===== src/rtl/mme_cfg_apb_slave.sv =====
// -----------------------------------------------------------------------------
// mme_cfg_apb_slave
//   APB completer holding the MME control/status registers. It decodes host
//   reads and writes with zero wait states and holds the matrix configuration
//   and base addresses. It issues a one-cycle start pulse to the engine and
//   tracks the run state (IDLE -> BUSY -> DONE) until the engine reports done.
//
// Ports
//   clk, rst_n           clock, async active-low reset
//   psel_i, penable_i    APB select / access-phase enable
//   paddr_i, pwrite_i    APB byte address, direction (1 = write)
//   pwdata_i             APB write data
//   prdata_o             read data, valid while pready_o = 1
//   pready_o             transfer complete (high in the access cycle)
//   pslverr_o            transfer error, valid while pready_o = 1
//   mat_width_o          MAT_CFG register (matrix inner dimension)
//   mat_a/b/c_addr_o     base addresses of A, B and C
//   start_o              one-cycle engine start pulse
//   done_i               one-cycle completion pulse from the engine
// -----------------------------------------------------------------------------
module mme_cfg_apb_slave #(
  parameter logic [31:0] IP_VERSION = 32'h0001_0000,
  parameter int          ADDR_W     = 12
) (
  input  logic              clk,
  input  logic              rst_n,
  input  logic              psel_i,
  input  logic              penable_i,
  input  logic [ADDR_W-1:0] paddr_i,
  input  logic              pwrite_i,
  input  logic [31:0]       pwdata_i,
  output logic [31:0]       prdata_o,
  output logic              pready_o,
  output logic              pslverr_o,
  output logic [31:0]       mat_width_o,
  output logic [31:0]       mat_a_addr_o,
  output logic [31:0]       mat_b_addr_o,
  output logic [31:0]       mat_c_addr_o,
  output logic              start_o,
  input  logic              done_i
);

  localparam logic [ADDR_W-1:0] ADDR_VER = ADDR_W'('h000);
  localparam logic [ADDR_W-1:0] ADDR_CFG = ADDR_W'('h100);
  localparam logic [ADDR_W-1:0] ADDR_A   = ADDR_W'('h200);
  localparam logic [ADDR_W-1:0] ADDR_B   = ADDR_W'('h204);
  localparam logic [ADDR_W-1:0] ADDR_C   = ADDR_W'('h208);
  localparam logic [ADDR_W-1:0] ADDR_CMD = ADDR_W'('h20C);
  localparam logic [ADDR_W-1:0] ADDR_STS = ADDR_W'('h210);

  typedef enum logic [1:0] {ST_IDLE, ST_BUSY, ST_DONE} state_t;

  state_t      state, state_nxt;
  logic        busy, done;
  logic        setup, wr_en, cmd_start;
  logic [31:0] rd_data_d;
  logic        err_d;
  logic [31:0] prdata_q;
  logic        pready_q, pslverr_q, start_q;
  logic [31:0] width_q, a_addr_q, b_addr_q, c_addr_q;

  assign setup = psel_i & ~penable_i;
  // A write commits only at the edge ending an access phase whose setup
  // decode raised no error; the error flag therefore doubles as a veto.
  assign wr_en     = psel_i & penable_i & pready_q & pwrite_i & ~pslverr_q;
  assign cmd_start = wr_en & (paddr_i == ADDR_CMD) & pwdata_i[0];

  // Setup-phase decode: read data and error response for the coming access.
  always_comb begin
    // NOTE: every output of a combinational block gets a default first so no
    // path through the case statement leaves it unassigned (no latch).
    rd_data_d = '0;
    err_d     = 1'b0;
    case (paddr_i)
      ADDR_VER: if (pwrite_i) err_d = 1'b1; else rd_data_d = IP_VERSION;
      ADDR_CFG: if (pwrite_i) err_d = busy; else rd_data_d = width_q;
      ADDR_A:   if (pwrite_i) err_d = busy; else rd_data_d = a_addr_q;
      ADDR_B:   if (pwrite_i) err_d = busy; else rd_data_d = b_addr_q;
      ADDR_C:   if (pwrite_i) err_d = busy; else rd_data_d = c_addr_q;
      ADDR_CMD: err_d = pwrite_i ? busy : 1'b1;  // write-only; reads error as 0
      ADDR_STS: if (pwrite_i) err_d = 1'b1; else rd_data_d = {30'b0, busy, done};
      default:  err_d = 1'b1;
    endcase
  end

  // APB response registers: loaded at the setup edge, cleared afterwards so
  // pready/prdata/pslverr are only non-zero during the access cycle.
  // NOTE: sequential state uses non-blocking assignments so every register
  // samples pre-edge values regardless of statement order.
  always_ff @(posedge clk or negedge rst_n) begin
    if (!rst_n) begin
      prdata_q  <= '0;
      pready_q  <= 1'b0;
      pslverr_q <= 1'b0;
    end else begin
      pready_q  <= setup;
      prdata_q  <= setup ? rd_data_d : '0;
      pslverr_q <= setup ? err_d : 1'b0;
    end
  end

  // Configuration registers, write-protected while busy by the error veto.
  always_ff @(posedge clk or negedge rst_n) begin
    if (!rst_n) begin
      width_q  <= '0;
      a_addr_q <= '0;
      b_addr_q <= '0;
      c_addr_q <= '0;
    end else if (wr_en) begin
      case (paddr_i)
        ADDR_CFG: width_q  <= pwdata_i;
        ADDR_A:   a_addr_q <= pwdata_i;
        ADDR_B:   b_addr_q <= pwdata_i;
        ADDR_C:   c_addr_q <= pwdata_i;
        default:  ;
      endcase
    end
  end

  // Start pulse: high for the single cycle after the accepted command edge.
  always_ff @(posedge clk or negedge rst_n) begin
    if (!rst_n) start_q <= 1'b0;
    else        start_q <= cmd_start;
  end

  // Run-state FSM: state register.
  always_ff @(posedge clk or negedge rst_n) begin
    if (!rst_n) state <= ST_IDLE;
    else        state <= state_nxt;
  end

  // Run-state FSM: next state. done_i only matters while busy.
  always_comb begin
    state_nxt = state;
    case (state)
      ST_IDLE, ST_DONE: if (cmd_start) state_nxt = ST_BUSY;
      ST_BUSY:          if (done_i)    state_nxt = ST_DONE;
      default:          state_nxt = ST_IDLE;
    endcase
  end

  // Run-state FSM: status outputs. Done is sticky until the next start.
  always_comb begin
    busy = (state == ST_BUSY);
    done = (state == ST_DONE);
  end

  assign prdata_o     = prdata_q;
  assign pready_o     = pready_q;
  assign pslverr_o    = pslverr_q;
  assign start_o      = start_q;
  assign mat_width_o  = width_q;
  assign mat_a_addr_o = a_addr_q;
  assign mat_b_addr_o = b_addr_q;
  assign mat_c_addr_o = c_addr_q;

endmodule

===== config.mk =====
export PLATFORM = sky130hd
export DESIGN_NAME = mme_cfg_apb_slave
export DESIGN_NICKNAME = d
export VERILOG_FILES = /design/src/rtl/mme_cfg_apb_slave.sv
export SDC_FILE = /design/constraint.sdc
export NUM_CORES = 1
export LEC_CHECK = 0
export CORE_AREA = 2 2 111 113
export DETAILED_ROUTE_END_ITERATION = 6
export DIE_AREA = 0 0 113 115
export DONT_BUFFER_PORTS = 1
export GPL_TIMING_DRIVEN = 0
export PLACE_DENSITY_LB_ADDON = 0.08
export SETUP_SLACK_MARGIN = 0.3
export SLEW_MARGIN = 20
export SYNTH_ARGS = -nofsm -noshare
export SYNTH_HDL_FRONTEND = slang
export SYNTH_SLANG_ARGS = --single-unit

===== constraint.sdc =====
create_clock -name clk -period 2.95 [get_ports clk]
set_clock_uncertainty 0.15 [all_clocks]
set_input_delay 0.295 -clock clk [delete_from_list [all_inputs] [get_ports clk]]
set_output_delay 0.295 -clock clk [all_outputs]
set_load 0.005 [all_outputs]

* Word-level counts from Yosys, hierarchy flattened
Cells that the tools add are included.
** Storage, ports and cells
- Bits in registers :: 165
- Word-level logic and storage cells :: 54
** Cells by class
- Equal/unequal tests :: 10
- Multiplexer cells :: 16
- Bitwise gates (word level) :: 9
- Reduce and logical (&&, ||, !) cells :: 10
** Operators with widths (count)
- case mux 32 bit (6 select lines) :: 1
- two-way mux 32 bit :: 5
- equality test 12 x 10 -> 1 bit, second input constant :: 5
- two-way mux 17 bit :: 1
- equality test 12 x 9 -> 1 bit, second input constant :: 1
- zero test 12 bit :: 1
- AND reduction 2 bit :: 5
- AND 1 bit :: 7
- two-way mux 2 bit :: 3
- two-way mux 1 bit :: 4
- != test 2 bit, second input constant :: 2
- case mux 2 bit (2 select lines) :: 1
- OR reduction 2 bit :: 2
- OR reduction 4 bit :: 1
- case mux 1 bit (3 select lines) :: 1
- equality test 2 x 1 -> 1 bit, second input constant :: 1
- equality test 2 bit, second input constant :: 1
- zero test 2 bit :: 1
- NOT 1 bit :: 2

* Logic depth before layout (Yosys ltp)
Gate-level depths: netlist (run 1).
- Depth in word-level cells :: 8
- Depth in mapped cells :: 7
- Depth with buffers taken out :: 4

* Worst setup path before layout (run 1)
OpenSTA, ideal clock, no wires.
- Path kind :: input to register
- From :: in paddr_i[5]
- To :: reg b_addr_q[10], in the netlist mat_b_addr_o[10]
- Arrival time :: 2.203 ns
- Data required time :: 2.675 ns
- Path slack :: 0.472 ns
- Cell stages on the path :: 6
- Buffers on the path :: 2
- Cells stage by stage :: or3_1 or4_1 buf_2 nor4b_4 buf_6 mux2_2
** On the way
- Longest elaborated chain between the ends :: 2
** RTL lines
- start: declaration :: RTL line 29 : input logic [ADDR_W-1:0] paddr_i,
- equality test 12 x 10 -> 1 bit :: RTL line 110 : case (paddr_i)
- AND reduction 2 bit (no line)
- end signal: assignment :: RTL line 113 : ADDR_B: b_addr_q <= pwdata_i;
- end: declaration :: RTL line 60 : logic [31:0] width_q, a_addr_q, b_addr_q, c_addr_q;
No other way between the ends.
A chain may end at the register's enable or synchronous reset.

* Worst setup path in the final report (run 1)
- From :: reg pslverr_q, in the netlist pslverr_o
- To :: reg a_addr_q[28], in the netlist mat_a_addr_o[28]
** On the way
- Longest elaborated chain between the ends :: 3
** RTL lines
- start: declaration :: RTL line 59 : logic pready_q, pslverr_q, start_q;
- start signal: assignment :: RTL line 98 : pslverr_q <= setup ? err_d : 1'b0;
- NOT 1 bit :: RTL line 65 : assign wr_en = psel_i & penable_i & pready_q & pwrite_i & ~pslverr_q;
- AND 1 bit :: RTL line 65
- AND reduction 2 bit (no line)
- end signal: assignment :: RTL line 112 : ADDR_A: a_addr_q <= pwdata_i;
- end: declaration :: RTL line 60
No other way between the ends.

==> flow_summary.toml, run 1 <==
[floorplan]
num_rows = 40
die_h_um = 115
top_level_ports = 213
start_util = 0.592
dieArea_mm2 = 0.0130
core_area_mm2 = 0.0118
die_w_um = 113

[critical_path]
path_common_cell = "buf_2"
cpMaxStageDelayCell = "or4_1"
critPathLaunchType = "flop"
cp_cell_sequence = "or4_1 -> buf_2 -> nor3_2 -> buf_2 -> mux2_2"
critPathCaptureType = "flop"
critical-path-max-stage-delay_ps = 520
crit_fanout = 10
critical_path_class = "reg2reg"
worstPathRequired_ps = 3100
worst_ep_arrival_time_ps = 2660

[drt]
drc = 16
firstDrtPassIters = 7
wl_per_cell_um = 24.8
detail_route.vias_per_cell = 6.42
ant_nets = 0
drtIter0Drc = 280
dr_total_vias = 4709
routed_wl_um = 18200

[placement]
globalplace.congestion = 0.870
place_area_mm2 = 0.00718
hpwl_um = 12100
io_buffer_count = 0

[yosys]
seq_area_frac_synth = 0.590
synth_flop_cell = "dfrtp_1"
synthTopCellsByArea = "dfrtp_1, mux2_2, a22oi_1, and2_1, o22ai_1"
syn_inst = 513
avgSynthCellArea_um2 = 13.6
synth_nets = 563
syn-cell-area_mm2 = 0.00699
yosysWarnings = 0
ys_ff_latch = 165
synth_top_area_frac = 0.590
async_flop_share = 1.00
synth_cell_types = 42
synth_edf_count = 0
synth_top_cell_by_area = "dfrtp_1"

[finish]
area_growth_pct = 17.8
stdcell_area_mm2 = 0.00824
antenna_cells = 0
nets = 624
final_layout_size_suffix_gt1_frac = 0.288

[timing]
period_share = 0.849
maxSlewHeadroom = 0.534
rsz0062_at_grt = "no"
fmax_mhz = 399
period_minus_slack_ps = 2510
setup_viol = 0
tightest_slew_ps = 699
fin_tns_setup_ps = 0
slew_violations = 0
hold_violations = 165
hold_slack_ps = -582

[clock_tree]
cts_inserted_buffers = 17
postCtsSetupRepairBufs = 0
clk_latency_ps = 420
clockBufferDepth = 2
holdBufCountCts = 42
htreeDepth = 4
root_buffer = "clkbuf_16"
cts_tree = "built"
clock_sinks = 165
clkTransAtPathRegs_ps = 60

[run]
maxCapViolCount = 0

[grt]
grt.total_usage = 0.289
grt_max_degree = 166
grt-ovfl-total = 0
grt_pass1_wl_um = 28000
grt_pass1_vias = 4951
antenna_found_initial = 0

[power]
powerDensity_mw_per_mm2 = 578
p_leak_nw = 3.78
ir_drop_mv = 0.387

[worst_hold_path]
hp-class = "in2async"

[run_status]
outcome = "finished, violations left"
violations = "DRC, hold timing"
==> worst paths after layout <==
path                                       from                           end  slack, ps  cells past startpoint
min reg2reg                state[0]$_DFFE_PN0P_          state[0]$_DFFE_PN0P_        380                      1
min in group clk                     paddr_i[8]        prdata_o[16]$_DFF_PN0_         20                      2
max                         pslverr_o$_DFF_PN0_  mat_a_addr_o[28]$_DFFE_PN0P_        440                      5
max in group asynchronous                 rst_n   mat_b_addr_o[3]$_DFFE_PN0P_       2910                      0
max reg2reg                 pslverr_o$_DFF_PN0_  mat_a_addr_o[28]$_DFFE_PN0P_        440                      5
min                                       rst_n         prdata_o[7]$_DFF_PN0_       -580                      0
==> worst max-delay path: cells and delay by family, from the launching register on <==
kind	cells	cell delay, ps
flops	1	410
buf+inv	2	570
simple gates	2	870
mux	1	380
==> metal layers <==
metal / up-vias / part of all wire / global-route usage
li1: 2036 / - / -
met1: 2442 / 0.39 / 0.344
met2: 203 / 0.49 / 0.467
met3: 28 / 0.10 / 0.123
met4: 0 / 0.020 / 0.120
met5: - / 0 / 0
==> registers in the layout, summed over array words and instances, names as in the netlist <==
name	count
pslverr_o	1
pready_o	1
state	2
mat_c_addr_o	32
prdata_o	32
mat_width_o	32
mat_a_addr_o	32
mat_b_addr_o	32
start_o	1
==> Yosys cell counts (3+ instances only) <==
cell type  instances
buf_2              7
nand3b_1           4
and2_1            29
nor2b_1            5
o22ai_1           29
inv_1              6
nand2_1            4
dfrtp_1          165
clkbuf_1          25
a22oi_1           60
buf_6              3
buf_4              3
mux2_1             6
nand3_1            4
nor2_1             6
mux2_2           123
==> power by group <==
part / internal (mW) / switching [mW] / total, mW
logic: 0.0532 / 0.0783 / 0.131
clock network: 1.51 / 0.846 / 2.36
registers: 2.27 / 0.00224 / 2.27
==> kinds of logic after synthesis <==
family / share of synthesized area
compound gates: 0.107
buf+inv: 0.0302
flops: 0.590
mux: 0.209
xor+xnor: 0.00125
simple gates: 0.0621
==> layout by cell type (no fill, tap or decap), types with 7 or more instances in the layout <==
master	synthesis	layout
clkbuf_16	0	17
dlygate4sd3_1	0	42
o22ai_1	29	29
mux2_2	123	123
dfrtp_1	165	165
a22oi_1	60	60
and2_1	29	29
buf_2	7	7
clkbuf_1	25	28
==> timing repair <==
item | in CTS | in global routing
hold endpoints to repair | 300 | 165
resized for setup | 0 | 1
endpoints found under the setup margin | 0 | 1
==> metrics by stage <==
stage	std cells	setup slack (ps)	total power, mW	util
CTS	733	463	4.78	0.697
global placement	660	53.2	2.38	0.608
finish	733	444	4.76	0.697
global route	733	305	4.89	0.697
detailed placement	660	48.4	2.38	0.608
floorplan	513	472	2.35	-
==> final cells by class <==
class,count,area (um^2)
plain buffers,39,189
clock buffers,21,450
clock inverters,10,179
fillers,842,3580
inverters,6,22.5
multi-input cells,303,2660
flip-flops and latches,165,4130
well taps,147,184
repair buffers,42,420
Power figures use the tool's default switching activity.
==> inputs of run 2 (changes only) <==
==> constraint.sdc (replaced) <==
create_clock -name clk -period 2.6 [get_ports clk]
set_clock_uncertainty 0.15 [all_clocks]
set_input_delay 0.26 -clock clk [delete_from_list [all_inputs] [get_ports clk]]
set_output_delay 0.26 -clock clk [all_outputs]
set_load 0.005 [all_outputs]
==> run 2 against run 1 <==
- the run still ends with DRC, hold timing left
- critical endpoint is now mat_b_addr_o[3]$_DFFE_PN0P_
- core utilization up 1.2 points
- fmax up 9.3%
- sequential power up 13%
- largest cell class unchanged
==> flow_summary.toml, run 2 (same netlist as run 1, synthesis figures left out) <==
[drt]
routed_wl_um = 18300
dr_total_vias = 4694
detail_route.vias_per_cell = 6.33
ant_nets = 0
drtIter0Drc = 375
wl_per_cell_um = 24.7
drc = 16
firstDrtPassIters = 6

[floorplan]
die_w_um = 113
top_level_ports = 213
dieArea_mm2 = 0.0130
die_h_um = 115
start_util = 0.592
num_rows = 40
core_area_mm2 = 0.0118

[power]
seq_power_share = 0.487
intPower_mw = 4.21
total_power_mw = 5.28
p_leak_nw = 3.85
switching_share = 0.203
clkPwrFrac = 0.484
ir_drop_mv = 0.535
power_switching_mw = 1.07
powerDensity_mw_per_mm2 = 630
combPwrFrac = 0.029

[clock_tree]
clock_sinks = 165
root_buffer = "clkbuf_16"
cts_inserted_buffers = 17
clockBufferDepth = 2
cts_tree = "built"
clk_latency_ps = 420
htreeDepth = 4
clkTransAtPathRegs_ps = 60

[finish]
nets = 631
layout_common_cells = "dfrtp_1, mux2_2, a22oi_1"
multi_input_area_mm2 = 0.00271
area_growth_pct = 19.9
final_common_cell = "dfrtp_1"
num-fill-cells = 818
antenna_cells = 0
final_layout_size_suffix_gt1_frac = 0.303
layout.area.seq_mm2 = 0.00413

[grt]
grt_pass1_wl_um = 27800
grt-ovfl-total = 0
grt_pass1_vias = 4867
grt_max_degree = 166
grt.total_usage = 0.284
antenna_found_initial = 0

[critical_path]
regToRegStartpoint = "pslverr_o$_DFF_PN0_"
worstPathRequired_ps = 2750
critPathLaunchType = "flop"
critPathCaptureType = "flop"
critical_path_class = "reg2reg"
crit_fanout = 10
crit_start = "pslverr_o$_DFF_PN0_"
worst_ep_arrival_time_ps = 2440

[placement]
globalplace.congestion = 0.824
io_buffer_count = 0
dp_slack_ps = -237
hpwl_um = 11700

[run_status]
outcome = "finished, violations left"
violations = "DRC, hold timing"

[timing]
worst_slack_ps = 307
maxSlewHeadroom = 0.547
setup_viol = 0
hold_slack_ps = -620
hold_violations = 165
period_share = 0.882
fmax_mhz = 436
slew_violations = 0
period_minus_slack_ps = 2290
tightest_slew_ps = 679
rsz0062_at_grt = "yes"

[worst_hold_path]
hp-class = "in2async"

[run]
maxCapViolCount = 0
run 2: changes by cell type in the layout (fill, tap and decap cells not counted), sizes merged:
cell	previous run	this run
dlygate4sd3	42	44
clkinv	5	4
buf	14	18
bufinv	5	3
clkinvlp	0	2
clkbuf	46	49
run 2: what timing repair did:
action,4_1_cts,5_1_grt
resized for setup,8,11
setup buffers,2,2
hold buffers,43,1
endpoints found under the hold margin,301,166
gates cloned,0,1
pin swaps,1,1
endpoints found under the setup margin,120,105
run 2: layout make-up:
type | count | share of cell area
Inverter | 6 | 0.00269
Buffer | 39 | 0.0284
Multi-Input combinational cell | 303 | 0.323
Clock inverter | 9 | 0.0149
Sequential cell | 165 | 0.493
Tap cell | 147 | 0.0219
Timing Repair Buffer | 49 | 0.0596
Clock buffer | 23 | 0.0570
run 2: worst max-delay path, cell delays in order (launching register included):
cell and delay, ps:
dfrtp_1 390, or4_4 530, buf_6 160, nor4b_4 250
buf_6 210, buf_12 150, mux2_1 330
run 2: power groups by stage:
stage	logic, mW	registers (mW)	clock network (mW)
floorplan	0.0513	2.62	0
global placement	0.0779	2.62	0
detailed placement	0.0789	2.62	0
CTS	0.148	2.57	2.58
global route	0.165	2.57	2.69
finish	0.154	2.57	2.56
run 2: worst paths after layout:
kind / cells past startpoint / slack, ps / end
setup / recovery: 6 / 310 / mat_b_addr_o[3]$_DFFE_PN0P_
hold / removal: 0 / -620 / mat_b_addr_o[10]$_DFFE_PN0P_
setup reg to reg: 6 / 310 / mat_b_addr_o[3]$_DFFE_PN0P_
hold reg to reg: 1 / 390 / state[0]$_DFFE_PN0P_
max in group asynchronous: 0 / 2740 / mat_a_addr_o[20]$_DFFE_PN0P_
min in group clk: 3 / 50 / prdata_o[1]$_DFF_PN0_
run 2: stage by stage:
stage	setup TNS, ps	hold slack (ps)	util	std cells	area, um^2
final	0	-620	0.710	741	8380
after global routing	0	-639	0.710	741	8380
after CTS	0	-631	0.702	737	8290
after detailed placement	-8110	-182	0.610	660	7210
after global placement	-6840	-182	0.610	660	7210
after floorplan	0	-186	-	513	7020
run 2: routing by layer:
layer	global-route usage	wire length [um]	share of wire
met3	0.104	1590	0.087
met5	0	0	0
met1	0.347	7280	0.40
met4	0.106	298	0.016
met2	0.467	9110	0.50
